$ cat config.mk
export PLATFORM = sky130hd
export DESIGN_NAME = mem_arbiter_flat
export DESIGN_NICKNAME = d
export VERILOG_FILES = /design/src/rtl/mem_arbiter_if.sv /design/src/rtl/mem_arbiter.sv /design/src/flat_wrapper.sv
export SDC_FILE = /design/constraint.sdc
export NUM_CORES = 1
export LEC_CHECK = 0
export CELL_PAD_IN_SITES_DETAIL_PLACEMENT = 1
export CELL_PAD_IN_SITES_GLOBAL_PLACEMENT = 1
export CORE_AREA = 2 2 288 290
export CTS_BUF_LIST = sky130_fd_sc_hd__clkbuf_8 sky130_fd_sc_hd__clkbuf_16
export DETAILED_ROUTE_END_ITERATION = 10
export DIE_AREA = 0 0 290 292
export PLACE_DENSITY_LB_ADDON = 0.1
export SYNTH_ARGS = -nofsm -noshare
export SYNTH_HDL_FRONTEND = slang
export SYNTH_SLANG_ARGS = --single-unit
$ cat constraint.sdc
create_clock -name clk -period 9.99 [get_ports clk]
set_input_delay 0.999 -clock clk [delete_from_list [all_inputs] [get_ports clk]]
set_output_delay 0.999 -clock clk [all_outputs]
set_load 0.005 [all_outputs]
$ cat src/rtl/mem_arbiter_if.sv
// Bundle of per-master request/response lanes and the single downstream memory port.
// The arbiter uses the slave modport; the driving environment uses the master modport.
interface mem_arbiter_if #(
    parameter int unsigned NUM_MASTERS = 2,
    parameter int unsigned ADDR_WIDTH  = 32,
    parameter int unsigned DATA_WIDTH  = 128
);
    logic [NUM_MASTERS-1:0]            m_strobe_i;
    logic [NUM_MASTERS*ADDR_WIDTH-1:0] m_addr_i;
    logic [NUM_MASTERS*DATA_WIDTH-1:0] m_wdata_i;
    logic [NUM_MASTERS-1:0]            m_rw_i;
    logic [DATA_WIDTH-1:0]             m_rdata_o;
    logic [NUM_MASTERS-1:0]            m_done_o;
    logic                              mem_strobe_o;
    logic [ADDR_WIDTH-1:0]             mem_addr_o;
    logic [DATA_WIDTH-1:0]             mem_wdata_o;
    logic                              mem_rw_o;
    logic [DATA_WIDTH-1:0]             mem_rdata_i;
    logic                              mem_done_i;

    modport slave (
        input  m_strobe_i, m_addr_i, m_wdata_i, m_rw_i, mem_rdata_i, mem_done_i,
        output m_rdata_o, m_done_o, mem_strobe_o, mem_addr_o, mem_wdata_o, mem_rw_o
    );

    modport master (
        output m_strobe_i, m_addr_i, m_wdata_i, m_rw_i, mem_rdata_i, mem_done_i,
        input  m_rdata_o, m_done_o, mem_strobe_o, mem_addr_o, mem_wdata_o, mem_rw_o
    );
endinterface

$ cat src/rtl/mem_arbiter.sv
// Round-robin arbiter merging NUM_MASTERS line requests onto one memory strobe/done port.
// Optional per-master grant/wait counters are enabled by defining MEM_ARBITER_STATS_EN.
module mem_arbiter #(
    parameter int unsigned NUM_MASTERS = 2,
    parameter int unsigned ADDR_WIDTH  = 32,
    parameter int unsigned DATA_WIDTH  = 128
) (
    input  logic clk,
    input  logic rst,
`ifdef MEM_ARBITER_STATS_EN
    output logic [NUM_MASTERS*32-1:0] stat_grants_o,
    output logic [NUM_MASTERS*32-1:0] stat_wait_o,
`endif
    mem_arbiter_if.slave bus
);
    localparam int unsigned GW = (NUM_MASTERS > 1) ? $clog2(NUM_MASTERS) : 1;

    typedef enum logic [1:0] {IDLE, ISSUE, WAIT, RESP} state_t;

    state_t                 state_q, state_d;
    logic [NUM_MASTERS-1:0] pending_q, pending_d;
    logic [GW-1:0]          grant_q, grant_d;
    logic [GW-1:0]          last_grant_q, last_grant_d;
    logic [ADDR_WIDTH-1:0]  mem_addr_q, mem_addr_d;
    logic [DATA_WIDTH-1:0]  mem_wdata_q, mem_wdata_d;
    logic                   mem_rw_q, mem_rw_d;
    logic [DATA_WIDTH-1:0]  rdata_q, rdata_d;
    logic [GW-1:0]          winner;
    logic [NUM_MASTERS-1:0] done_onehot;

    // First pending master searching upward from last_grant+1, wrapping.
    always_comb begin
        logic          found;
        int unsigned   idx;
        logic [GW-1:0] idx_g;
        winner = last_grant_q;
        found  = 1'b0;
        for (int unsigned i = 1; i <= NUM_MASTERS; i++) begin
            idx   = (32'(last_grant_q) + i) % NUM_MASTERS;
            idx_g = GW'(idx);
            if (!found && pending_q[idx_g]) begin
                winner = idx_g;
                found  = 1'b1;
            end
        end
    end

    always_comb begin
        state_d      = state_q;
        grant_d      = grant_q;
        last_grant_d = last_grant_q;
        mem_addr_d   = mem_addr_q;
        mem_wdata_d  = mem_wdata_q;
        mem_rw_d     = mem_rw_q;
        rdata_d      = rdata_q;
        // Strobes on already-pending masters are absorbed by the OR; the WAIT clear wins.
        pending_d    = pending_q | bus.m_strobe_i;
        case (state_q)
            IDLE: begin
                if (|pending_q) begin
                    grant_d      = winner;
                    last_grant_d = winner;
                    mem_addr_d   = bus.m_addr_i[winner*ADDR_WIDTH +: ADDR_WIDTH];
                    mem_wdata_d  = bus.m_wdata_i[winner*DATA_WIDTH +: DATA_WIDTH];
                    mem_rw_d     = bus.m_rw_i[winner];
                    state_d      = ISSUE;
                end
            end
            ISSUE: state_d = WAIT;
            WAIT: begin
                if (bus.mem_done_i) begin
                    if (!mem_rw_q) rdata_d = bus.mem_rdata_i;
                    pending_d[grant_q] = 1'b0;
                    state_d            = RESP;
                end
            end
            RESP:    state_d = IDLE;
            default: state_d = IDLE;
        endcase
    end

    always_ff @(posedge clk or posedge rst) begin
        if (rst) begin
            state_q      <= IDLE;
            pending_q    <= '0;
            grant_q      <= '0;
            last_grant_q <= GW'(NUM_MASTERS - 1);
            mem_addr_q   <= '0;
            mem_wdata_q  <= '0;
            mem_rw_q     <= 1'b0;
            rdata_q      <= '0;
        end else begin
            state_q      <= state_d;
            pending_q    <= pending_d;
            grant_q      <= grant_d;
            last_grant_q <= last_grant_d;
            mem_addr_q   <= mem_addr_d;
            mem_wdata_q  <= mem_wdata_d;
            mem_rw_q     <= mem_rw_d;
            rdata_q      <= rdata_d;
        end
    end

    always_comb begin
        done_onehot = '0;
        if (state_q == RESP) done_onehot[grant_q] = 1'b1;
    end

    assign bus.mem_strobe_o = (state_q == ISSUE);
    assign bus.mem_addr_o   = mem_addr_q;
    assign bus.mem_wdata_o  = mem_wdata_q;
    assign bus.mem_rw_o     = mem_rw_q;
    assign bus.m_rdata_o    = rdata_q;
    assign bus.m_done_o     = done_onehot;

`ifdef MEM_ARBITER_STATS_EN
    logic [NUM_MASTERS-1:0][31:0] grants_q, grants_d;
    logic [NUM_MASTERS-1:0][31:0] waits_q, waits_d;

    // A master counts as waiting whenever its request is pending but it does not own the bus.
    always_comb begin
        grants_d = grants_q;
        waits_d  = waits_q;
        for (int unsigned k = 0; k < NUM_MASTERS; k++) begin
            if (state_q == RESP && grant_q == GW'(k) && grants_q[k] != '1)
                grants_d[k] = grants_q[k] + 32'd1;
            if (pending_q[k] && !(state_q != IDLE && grant_q == GW'(k)) && waits_q[k] != '1)
                waits_d[k] = waits_q[k] + 32'd1;
        end
    end

    always_ff @(posedge clk or posedge rst) begin
        if (rst) begin
            grants_q <= '0;
            waits_q  <= '0;
        end else begin
            grants_q <= grants_d;
            waits_q  <= waits_d;
        end
    end

    assign stat_grants_o = grants_q;
    assign stat_wait_o   = waits_q;
`endif
endmodule

$ cat src/flat_wrapper.sv
// flat-port wrapper written by rule: the top's interface ports become plain ports
module mem_arbiter_flat 
#(
    parameter int unsigned NUM_MASTERS = 2,
    parameter int unsigned ADDR_WIDTH  = 32,
    parameter int unsigned DATA_WIDTH  = 128
)
  (clk, rst, bus_m_strobe_i, bus_m_addr_i, bus_m_wdata_i, bus_m_rw_i, bus_mem_rdata_i, bus_mem_done_i, bus_m_rdata_o, bus_m_done_o, bus_mem_strobe_o, bus_mem_addr_o, bus_mem_wdata_o, bus_mem_rw_o);
  mem_arbiter_if #(.NUM_MASTERS(NUM_MASTERS), .ADDR_WIDTH(ADDR_WIDTH), .DATA_WIDTH(DATA_WIDTH)) bus_i ();
  input  logic clk;
  input  logic rst;
  input wire logic [$bits(bus_i.m_strobe_i)-1:0] bus_m_strobe_i;
  input wire logic [$bits(bus_i.m_addr_i)-1:0] bus_m_addr_i;
  input wire logic [$bits(bus_i.m_wdata_i)-1:0] bus_m_wdata_i;
  input wire logic [$bits(bus_i.m_rw_i)-1:0] bus_m_rw_i;
  input wire logic [$bits(bus_i.mem_rdata_i)-1:0] bus_mem_rdata_i;
  input wire logic [$bits(bus_i.mem_done_i)-1:0] bus_mem_done_i;
  output wire logic [$bits(bus_i.m_rdata_o)-1:0] bus_m_rdata_o;
  output wire logic [$bits(bus_i.m_done_o)-1:0] bus_m_done_o;
  output wire logic [$bits(bus_i.mem_strobe_o)-1:0] bus_mem_strobe_o;
  output wire logic [$bits(bus_i.mem_addr_o)-1:0] bus_mem_addr_o;
  output wire logic [$bits(bus_i.mem_wdata_o)-1:0] bus_mem_wdata_o;
  output wire logic [$bits(bus_i.mem_rw_o)-1:0] bus_mem_rw_o;
  assign bus_i.m_strobe_i = bus_m_strobe_i;
  assign bus_i.m_addr_i = bus_m_addr_i;
  assign bus_i.m_wdata_i = bus_m_wdata_i;
  assign bus_i.m_rw_i = bus_m_rw_i;
  assign bus_i.mem_rdata_i = bus_mem_rdata_i;
  assign bus_i.mem_done_i = bus_mem_done_i;
  assign bus_m_rdata_o = bus_i.m_rdata_o;
  assign bus_m_done_o = bus_i.m_done_o;
  assign bus_mem_strobe_o = bus_i.mem_strobe_o;
  assign bus_mem_addr_o = bus_i.mem_addr_o;
  assign bus_mem_wdata_o = bus_i.mem_wdata_o;
  assign bus_mem_rw_o = bus_i.mem_rw_o;
  mem_arbiter #(.NUM_MASTERS(NUM_MASTERS), .ADDR_WIDTH(ADDR_WIDTH), .DATA_WIDTH(DATA_WIDTH)) u_core (.clk(clk), .rst(rst), .bus(bus_i));
endmodule
Word level (Yosys, flattened, before mapping) --
Cells that the tools add are included. Widths: inputs -> output; s select.
Storage, ports and cells: input bits 455, RAM bits 0, register bits after elaboration 295, word-level logic and storage cells 51, bits in latches 0, memories kept 0, output and inout port bits 292, ROM bits 0
Operators by class: order comparisons 5, multiply operators 0, bitwise logic cells 4, divide/modulo/power cells 0, equality and inequality tests 5, reduce and logical (&&, ||, !) cells 8, multiplexer cells 17, shift operators 2, add/subtract/negate cells 2
Operators with widths (number):
- $shiftx 256x9->128 | 1
- $shiftx 64x7->32 | 1
- $mux 1 | 10
- $mux 2 | 5
- $lt 1x2->1 const B | 4
- $pmux 2 s4 | 1
- $eq 2x2->1 const B | 2
- $reduce_and 2->1 | 2
- $reduce_and 3->1 | 1
- $add 1x1->1 const B | 2
- $and 2x2->2 | 1
- $eq 2x1->1 const B | 1
- $logic_and 1x1->1 | 2
- $logic_not 2->1 | 1
- $ne 2x1->1 const B | 1
- $ne 2x2->1 const B | 1
- $not 2->2 | 1
- $or 2x2->2 | 1
- $reduce_or 2->1 | 1
- $demux 1 s1 | 1
- $ge 1x1->1 const B | 1
- $logic_not 1->1 | 1
- $not 1->1 | 1

Longest topological paths before layout --
Gate-level depths: netlist of the first run.
depth in word-level cells 9, mapped depth 7, depth with buffers taken out 5

Least setup slack after synthesis of the first run --
Ideal clock, no wire load.
path type input to register, start point input port bus_mem_done_i, end point register u_core.rdata_q[0] (netlist: u_core.bus.m_rdata_o[0]), arrival 1869 ps, required time 9865 ps, stages 5, library setup time 125 ps, slack 7996 ps, buffers on the path 2, cell sequence nand2_1 > or2_1 > buf_6 > buf_6 > mux2_4
Between the ends: cells in the longest elaborated chain, start to end 1
RTL lines:
- start, declared | line flat_wrapper.sv:17 | input wire logic [$bits(bus_i.mem_done_i)-1:0] bus_mem_done_i;
- $reduce_and 3->1 (no line)
- end signal, assigned | line mem_arbiter.sv:100 | rdata_q <= rdata_d;
- end, declared | line mem_arbiter.sv:27 | logic [DATA_WIDTH-1:0] rdata_q, rdata_d;
No other way between the ends. A chain may end at the register's enable or synchronous reset.

Final worst setup path of the first run --
start point register u_core.state_q[0], end point register u_core.mem_wdata_q[31] (netlist: u_core.bus.mem_wdata_o[31])
Between the ends: cells in the longest elaborated chain, start to end 2
RTL lines:
- start, declared | line mem_arbiter.sv:20 | state_t state_q, state_d;
- start signal, assigned | line mem_arbiter.sv:93 | state_q <= state_d;
- $logic_not 2->1 | line mem_arbiter.sv:58 | case (state_q)
- $reduce_and 2->1 (no line)
- end signal, assigned | line mem_arbiter.sv:98 | mem_wdata_q <= mem_wdata_d;
- end, declared | line mem_arbiter.sv:25 | logic [DATA_WIDTH-1:0] mem_wdata_q, mem_wdata_d;
No other way between the ends.

==> results of run 1 <==
## registers in the layout, summed over array words and instances (netlist names)
signal                  flops
u_core.last_grant_q         1
u_core.bus.m_rdata_o      128
u_core.bus.mem_addr_o      32
u_core.pending_q            2
u_core.grant_q              1
u_core.state_q              2
u_core.bus.mem_rw_o         1
u_core.bus.mem_wdata_o    128
## layer usage
metal	track usage	up-vias	part of all wire
met5	0	-	0.0010
met2	0.291	405	0.53
li1	-	5752	-
met4	0.0466	10	0.022
met3	0.0457	86	0.064
met1	0.171	6270	0.38
## final cells by class
| type | count | area, um2 |
|---|---|---|
| clock inverter | 26 | 178 |
| multi-input combinational | 798 | 5340 |
| clock buffer | 52 | 1210 |
| fill | 9105 | 58500 |
| antenna | 8 | 20.0 |
| timing repair buffer | 761 | 7590 |
| inverter | 3 | 18.8 |
| tap | 1070 | 1340 |
| sequential | 295 | 7380 |
## worst paths after layout
| kind | start | endpoint | slack, ns | depth (start not counted) |
|---|---|---|---|---|
| min in group asynchronous | rst | u_core.bus.m_rdata_o[114]$_DFFE_PP0P_ | 0.96 | 2 |
| worst min-delay path | u_core.bus.m_rdata_o[97]$_DFFE_PP0P_ | u_core.bus.m_rdata_o[97]$_DFFE_PP0P_ | 0.51 | 1 |
| worst max register to register | u_core.state_q[0]$_DFFE_PP0P_ | u_core.bus.mem_wdata_o[31]$_DFFE_PP0P_ | 6.65 | 6 |
| worst min register to register | u_core.bus.m_rdata_o[97]$_DFFE_PP0P_ | u_core.bus.m_rdata_o[97]$_DFFE_PP0P_ | 0.51 | 1 |
| max in group asynchronous | rst | u_core.bus.m_rdata_o[59]$_DFFE_PP0P_ | 7.50 | 3 |
| worst max-delay path | u_core.state_q[0]$_DFFE_PP0P_ | u_core.bus.mem_wdata_o[31]$_DFFE_PP0P_ | 6.65 | 6 |
## power groups by stage
stage | clock (uW) | combinational, uW | sequential, uW
floorplan | 0 | 1680 | 2190
global placement | 0 | 3680 | 2170
detailed placement | 0 | 3730 | 2190
CTS | 1600 | 3740 | 2180
global route | 1630 | 3960 | 2260
finish | 1520 | 3630 | 2170
## kinds of logic after synthesis
family / synth area share
AO/OA/AOI/OAI: 0.139
AND/OR/NAND/NOR: 0.111
multiplexers: 0.143
flip-flops: 0.553
adder cells (fa/ha/maj): 0.00375
buffers and inverters: 0.0498
## critical path, stage by stage (launching register included)
cell     delay (ns)
dfrtp_1        0.41
inv_1          0.10
ha_1           0.23
o21a_4         0.41
buf_4          0.83
buf_4          0.88
a31oi_1        0.18
## cells in the final DEF (no fill, tap or decap), types with 2 or more instances in the layout
master,n
mux2_2,9
nor2b_1,2
buf_4,14
ha_1,4
clkbuf_16,44
dfrtp_1,294
nor2_1,166
clkbuf_8,8
mux2_4,120
o22a_1,2
clkdlybuf4s50_1,746
a21oi_1,3
nand3_1,161
o21ai_1,21
bufinv_16,2
a31oi_1,162
nand2b_4,2
nor2b_4,2
clkinv_2,4
diode_2,8
inv_1,19
o21ai_0,140
inv_6,2
## through the flow
| stage | power, uW | area (um2) | utilization |
|---|---|---|---|
| final | 7320 | 23100 | 0.283 |
| after global routing | 7850 | 23100 | 0.283 |
| after CTS | 7520 | 23100 | 0.283 |
| after detailed placement | 5920 | 21700 | 0.266 |
| after global placement | 5860 | 21700 | 0.266 |
| after floorplan | 3870 | 13300 | - |
==> tab_implementation.tex, run 1 <==
\begin{tabular}{lr}
\hline
Metric & Value \\
\hline
\multicolumn{2}{l}{\textbf{Synth}} \\
\quad Area contributors post-synth & dfrtp\_1 (55\%), mux2\_4 (14\%), a31oi\_1 (7.6\%) \\
\quad Average footprint of a synthesized cell & 11.0 um2 \\
\quad Cells after synthesis & 1218 \\
\quad Post-synthesis cell type count & 24 \\
\quad Post-synthesis net count & 1677 \\
\quad Most numerous cell in the Yosys netlist & dfrtp\_1 \\
\quad Async SR Flop Fraction & 1.00 \\
\quad Number of warning messages in the yosys log & 0 \\
\quad Most numerous cell types in the synthesized netlist & dfrtp\_1 (294), nor2\_1 (166), a31oi\_1 (162), nand3\_1 (161), o21ai\_0 (140) \\
\quad Sequential cell area fraction in the yosys report & 0.553 \\
\quad Cell area after technology mapping & 13300 um2 \\
\quad Cell type contributing the most total cell area after synthesis & dfrtp\_1 \\
\quad Share of Yosys cell area claimed by the top area cell type & 0.551 \\
\quad FF+latch count, synth & 295 \\
\quad Dominant synthesized flop cell & dfrtp\_1 \\
\quad EDFF count, synth & 0 \\
\multicolumn{2}{l}{\textbf{Floorplanning}} \\
\quad Number of placed I/O pins & 747 \\
\quad Total die area & 84700 um2 \\
\quad Floorplan row count & 105 \\
\quad Floorplan die width & 290 um \\
\quad Starting utilization of the core area & 0.164 \\
\quad Area inside the core boundary & 81600 um2 \\
\quad DIE HEIGHT & 292 um \\
\multicolumn{2}{l}{\textbf{Power}} \\
\quad Logic pwr share & 0.496 \\
\quad Clock Power Share & 0.207 \\
\quad Int Power & 4690 uW \\
\quad Leakage & 0.00944 uW \\
\quad Largest vdd supply drop & 216 uV \\
\quad Power per cell area & 317 nW/um2 \\
\quad Seq pwr share & 0.297 \\
\quad Switch share & 0.358 \\
\quad Total net switching power & 2620 uW \\
\multicolumn{2}{l}{\textbf{Drt}} \\
\quad DRT iter0 DRCs & 364 \\
\quad First-pass iteration count of the detailed router & 4 \\
\quad DR vias & 12500 \\
\quad Total DRC errors in the routed layout & 0 \\
\quad DR WL/cell & 22.7 um \\
\quad Remaining antenna violation count after routing & 0 \\
\quad Ratio of routed vias to standard cells & 4.16 \\
\quad Final wirelength & 68500 um \\
\multicolumn{2}{l}{\textbf{Global routing}} \\
\quad Via count of the first global-routing pass & 13400 \\
\quad Wire length of the first global-routing pass & 98700 um \\
\quad Global routing usage summed across all routing layers & 0.157 \\
\quad Number of antenna violations at the first check in global routing & 14 \\
\quad Residual overflow from global routing & 0 \\
\quad Maximum number of pins on one net before global-route repair & 147 \\
\multicolumn{2}{l}{\textbf{Timing}} \\
\quad Unrepaired setup endpoints after global routing & false \\
\quad Share of the clock period used by the worst path & 0.334 \\
\quad Worst-Margin Slew & 1.09 ns \\
\quad Number of endpoints failing setup at the final stage & 0 \\
\quad Total Negative Setup Slacks & 0 ns \\
\quad Setup ws final & 6.65 ns \\
\quad Slew margin rel. & 0.272 \\
\quad Final hold slack & 0.507 ns \\
\quad Final Slew Violations & 0 \\
\quad Time the worst path needs with I/O delays and setup & 3.34 ns \\
\quad FMAX & 300 MHz \\
\quad Count of endpoints failing hold in the final timing report & 0 \\
\quad Worst clock skew & 0.0197 ns \\
\multicolumn{2}{l}{\textbf{Clock network}} \\
\quad Maximum clock insertion buffer count & 3 \\
\quad Clock insertion delay at the later pin of the skew report & 0.56 ns \\
\quad Number of cells upsized or downsized after cts & 0 \\
\quad Post-cts hold buffer count & 0 \\
\quad Clock tree from TritonCTS & done \\
\quad Number of post-CTS setup repair buffers & 0 \\
\quad Number of levels in the clock H-tree & 2 \\
\quad Root Driver & clkbuf\_16 \\
\quad CTS clock-pin slew for the worst setup and hold paths & 0.06 ns \\
\quad Number of clock buffers inserted by TritonCTS & 43 \\
\quad Clk sinks & 295 \\
\multicolumn{2}{l}{\textbf{Placed design}} \\
\quad Number of buffers inserted by port buffering & 746 \\
\quad Global placement routability congestion & 0.761 \\
\quad Detailed placement HPWL & 48700 um \\
\quad Pre-CTS setup slack & 6.11 ns \\
\quad Cell Count Post-Placement & 2927 \\
\multicolumn{2}{l}{\textbf{Critical path}} \\
\quad WP data required & 10.37 ns \\
\quad Worst Setup End Kind & register \\
\quad Type of element launching the critical path & register \\
\quad Crit-path max FO & 97 \\
\quad Data arrival time of the critical path & 3.72 ns \\
\quad Critical path class & reg2reg \\
\multicolumn{2}{l}{\textbf{Cells and area}} \\
\quad Area Overhead vs Synth & 73.0\% \\
\quad Final-stage net count & 2361 \\
\quad Final Instance Count excl. Fillers & 3013 \\
\quad Share of post-route cells with drive strength above 1 & 0.110 \\
\multicolumn{2}{l}{\textbf{Outcome}} \\
\quad Status & finished clean \\
\multicolumn{2}{l}{\textbf{Min path}} \\
\quad Path type of the worst min-delay path & reg2reg \\
\multicolumn{2}{l}{\textbf{Run}} \\
\quad Max-cap violations & 0 \\
\hline
\end{tabular}
(Power assumes the default switching activity.)
==> inputs of run 2 (changes only) <==
==> constraint.sdc (replaced) <==
create_clock -name clk -period 3.4 [get_ports clk]
set_input_delay 0.34 -clock clk [delete_from_list [all_inputs] [get_ports clk]]
set_output_delay 0.34 -clock clk [all_outputs]
set_load 0.005 [all_outputs]
==> run 2 against run 1 <==
Via count decreased by 0.51%. First-iteration DRC count up 1.9%. Combinational power grew to 3.0 times the previous value. Wire length up 1.7%. Flip-flop and latch count unchanged.
==> tab_implementation.tex, run 2 (same netlist as run 1, synthesis figures left out) <==
\begin{tabular}{lr}
\hline
Metric & Value \\
\hline
\multicolumn{2}{l}{\textbf{Drt}} \\
\quad Final wirelength & 69700 um (was 68500 um) \\
\quad Ratio of routed vias to standard cells & 4.11 (was 4.16) \\
\quad DR WL/cell & 23.0 um (was 22.7 um) \\
\quad Routed wire length on met3 & 4810 um (was 4370 um) \\
\quad DR vias & 12500 (about the same) \\
\quad Sum of met2 wire segment lengths after detailed routing & 36900 um (was 36400 um) \\
\quad DRT iter0 DRCs & 371 (was 364) \\
\quad First-pass iteration count of the detailed router & 4 (unchanged) \\
\quad Top routing layer in use & met5 (unchanged) \\
\quad Remaining antenna violation count after routing & 0 (unchanged) \\
\quad Total DRC errors in the routed layout & 0 (unchanged) \\
\quad Met1 routed wirelength after detailed routing & 26200 um (about the same) \\
\multicolumn{2}{l}{\textbf{Timing}} \\
\quad FMAX & 439 MHz \\
\quad Worst-Margin Slew & 0.727 ns (was 1.09 ns) \\
\quad Count of endpoints failing hold in the final timing report & 0 (unchanged) \\
\quad Slew margin rel. & 0.516 (was 0.272) \\
\quad Share of the clock period used by the worst path & 0.670 \\
\quad Time the worst path needs with I/O delays and setup & 2.28 ns \\
\quad Final Slew Violations & 0 (unchanged) \\
\quad Setup ws final & 1.12 ns (was 6.65 ns) \\
\quad Number of endpoints failing setup at the final stage & 0 (unchanged) \\
\quad Worst clock skew & 0.0274 ns (was 0.0197 ns) \\
\quad Unrepaired setup endpoints after global routing & false (unchanged) \\
\multicolumn{2}{l}{\textbf{Clock network}} \\
\quad CTS clock-pin slew for the worst setup and hold paths & 0.06 ns (about the same) \\
\quad Maximum clock insertion buffer count & 3 (unchanged) \\
\quad Root Driver & clkbuf\_16 (unchanged) \\
\quad Clk sinks & 295 (unchanged) \\
\quad Number of levels in the clock H-tree & 2 (unchanged) \\
\quad Number of post-CTS setup repair buffers & 0 (unchanged) \\
\quad Post-cts hold buffer count & 0 (unchanged) \\
\quad Number of clock buffers inserted by TritonCTS & 43 (unchanged) \\
\quad Clock insertion delay at the later pin of the skew report & 0.58 ns (was 0.56 ns) \\
\quad Clock tree from TritonCTS & done (unchanged) \\
\quad Number of cells upsized or downsized after cts & 0 (unchanged) \\
\multicolumn{2}{l}{\textbf{Placed design}} \\
\quad Detailed placement HPWL & 51200 um (was 48700 um) \\
\quad Placed instance area & 22000 um2 (was 21700 um2) \\
\quad Number of buffers inserted by port buffering & 746 (unchanged) \\
\quad Global placement routability congestion & 0.789 (was 0.761) \\
\quad Pre-CTS setup slack & 1.02 ns (was 6.11 ns) \\
\multicolumn{2}{l}{\textbf{Critical path}} \\
\quad R2R depth & 6 (unchanged) \\
\quad Type of element launching the critical path & register (unchanged) \\
\quad WP data required & 3.06 ns (was 10.37 ns) \\
\quad Startpoint of the worst-slack reg-to-reg timing path & u\_core.state\_q[0]\$\_DFFE\_PP0P\_ (unchanged) \\
\quad Critical path class & reg2out (was reg2reg) \\
\quad Data arrival time of the critical path & 1.94 ns (was 3.72 ns) \\
\quad Worst r2r dst & u\_core.bus.m\_rdata\_o[92]\$\_DFFE\_PP0P\_ (was u\_core.bus.mem\_wdata\_o[31]\$\_DFFE\_PP0P\_) \\
\quad Worst Setup End Kind & output pin (was register) \\
\quad Crit-path max FO & 4 (was 97) \\
\quad R2R Setup Slk & 1.15 ns (was 6.65 ns) \\
\multicolumn{2}{l}{\textbf{Cells and area}} \\
\quad Final std cell area, no fill & 23500 um2 (was 23100 um2) \\
\quad Fillers & 9058 (was 9105) \\
\quad Final-stage net count & 2380 (was 2361) \\
\quad Top library cells by usage in the layout, fill and taps aside & clkdlybuf4s50\_1 (746), dfrtp\_1 (294), nor2\_1 (166) (unchanged) \\
\quad Share of post-route cells with drive strength above 1 & 0.121 (was 0.110) \\
\quad Area Overhead vs Synth & 75.9\% (was 73.0\%) \\
\quad Post-route core utilization & 0.288 (was 0.283) \\
\quad Most common cell after layout, fill and taps aside & clkdlybuf4s50\_1 (unchanged) \\
\multicolumn{2}{l}{\textbf{Min path}} \\
\quad Path type of the worst min-delay path & in2async (was reg2reg) \\
\multicolumn{2}{l}{\textbf{Floorplanning}} \\
\quad Floorplan die width & 290 um (unchanged) \\
\quad Area inside the core boundary & 81600 um2 (unchanged) \\
\quad Starting utilization of the core area & 0.164 (unchanged) \\
\quad Total die area & 84700 um2 (unchanged) \\
\quad Number of placed I/O pins & 747 (unchanged) \\
\quad DIE HEIGHT & 292 um (unchanged) \\
\quad Floorplan row count & 105 (unchanged) \\
\multicolumn{2}{l}{\textbf{Global routing}} \\
\quad Number of antenna violations at the first check in global routing & 13 (was 14) \\
\quad Maximum number of pins on one net before global-route repair & 89 (was 147) \\
\quad Global routing usage summed across all routing layers & 0.161 (was 0.157) \\
\quad Via count of the first global-routing pass & 13700 (was 13400) \\
\quad Wire length of the first global-routing pass & 101000 um (was 98700 um) \\
\quad Residual overflow from global routing & 0 (unchanged) \\
\multicolumn{2}{l}{\textbf{Power}} \\
\quad Largest vdd supply drop & 315 uV (was 216 uV) \\
\quad Leakage & 0.00962 uW (was 0.00944 uW) \\
\quad Power per cell area & 935 nW/um2 (was 317 nW/um2) \\
\quad Final total power & 21900 uW (was 7320 uW) \\
\multicolumn{2}{l}{\textbf{Run}} \\
\quad Max-cap violations & 0 (unchanged) \\
\multicolumn{2}{l}{\textbf{Outcome}} \\
\quad Status & finished clean (unchanged) \\
\hline
\end{tabular}
==> run 2: cell types whose count changed in the layout (fill, tap and decap cells not counted), sizes merged <==
cell | before | now
inv | 22 | 17
clkinvlp | 0 | 3
diode | 8 | 5
clkbuf | 52 | 56
buf | 15 | 34
==> run 2: final cells by class <==
class	instances	area, um2	area share
clock inverters	24	173	0.00736
clock buffers	56	1270	0.0539
well taps	1070	1340	0.0570
diodes	5	12.5	0.000533
inverters	3	15.0	0.000640
multi-input cells	798	5340	0.227
flip-flops and latches	295	7380	0.315
repair buffers	780	7950	0.339
==> run 2: how the worst max path moves through the flow <==
stage,slack (ns),from,end,cells past startpoint
finish,1.12,u_core.state_q[0]$_DFFE_PP0P_,bus_m_done_o[0],3
global route,0.92,u_core.state_q[0]$_DFFE_PP0P_,bus_m_done_o[0],3
CTS,1.0,u_core.state_q[0]$_DFFE_PP0P_,bus_m_done_o[0],3
detailed placement,1.02,bus_mem_done_i,u_core.bus.m_rdata_o[92]$_DFFE_PP0P_,5
global placement,1.05,bus_mem_done_i,u_core.bus.m_rdata_o[92]$_DFFE_PP0P_,5
floorplan,-0.86,rst,u_core.bus.m_rdata_o[0]$_DFFE_PP0P_,1
==> run 2: report_power, final <==
group / internal (uW) / total (uW) / switching, uW
Clock: 2760 / 4580 / 1830
Combinational: 6010 / 11000 / 4970
Sequential: 5340 / 6370 / 1030
Total: 14100 / 21900 / 7830
==> run 2: critical path, cell delays in order, from the launching register on <==
cell,delay [ns]
dfrtp_1,0.39
ha_1,0.23
nor2b_1,0.16
clkdlybuf4s50_1,0.60
==> run 2: through the flow <==
stage          cells  hold WS, ns  setup TNS (ns)
2_1_floorplan   1218        0.436         -251.75
6_report        3031        0.163               0
4_1_cts         3026        0.155               0
5_1_grt         3029        0.159               0
3_5_place_dp    2946        0.494               0
3_3_place_gp    2946        0.491               0
==> run 2: metal layers <==
layer	global-route usage	up-vias
li1	-	5787
met1	0.173	6154
met2	0.299	402
met3	0.0517	102
met4	0.0434	14
met5	0	-
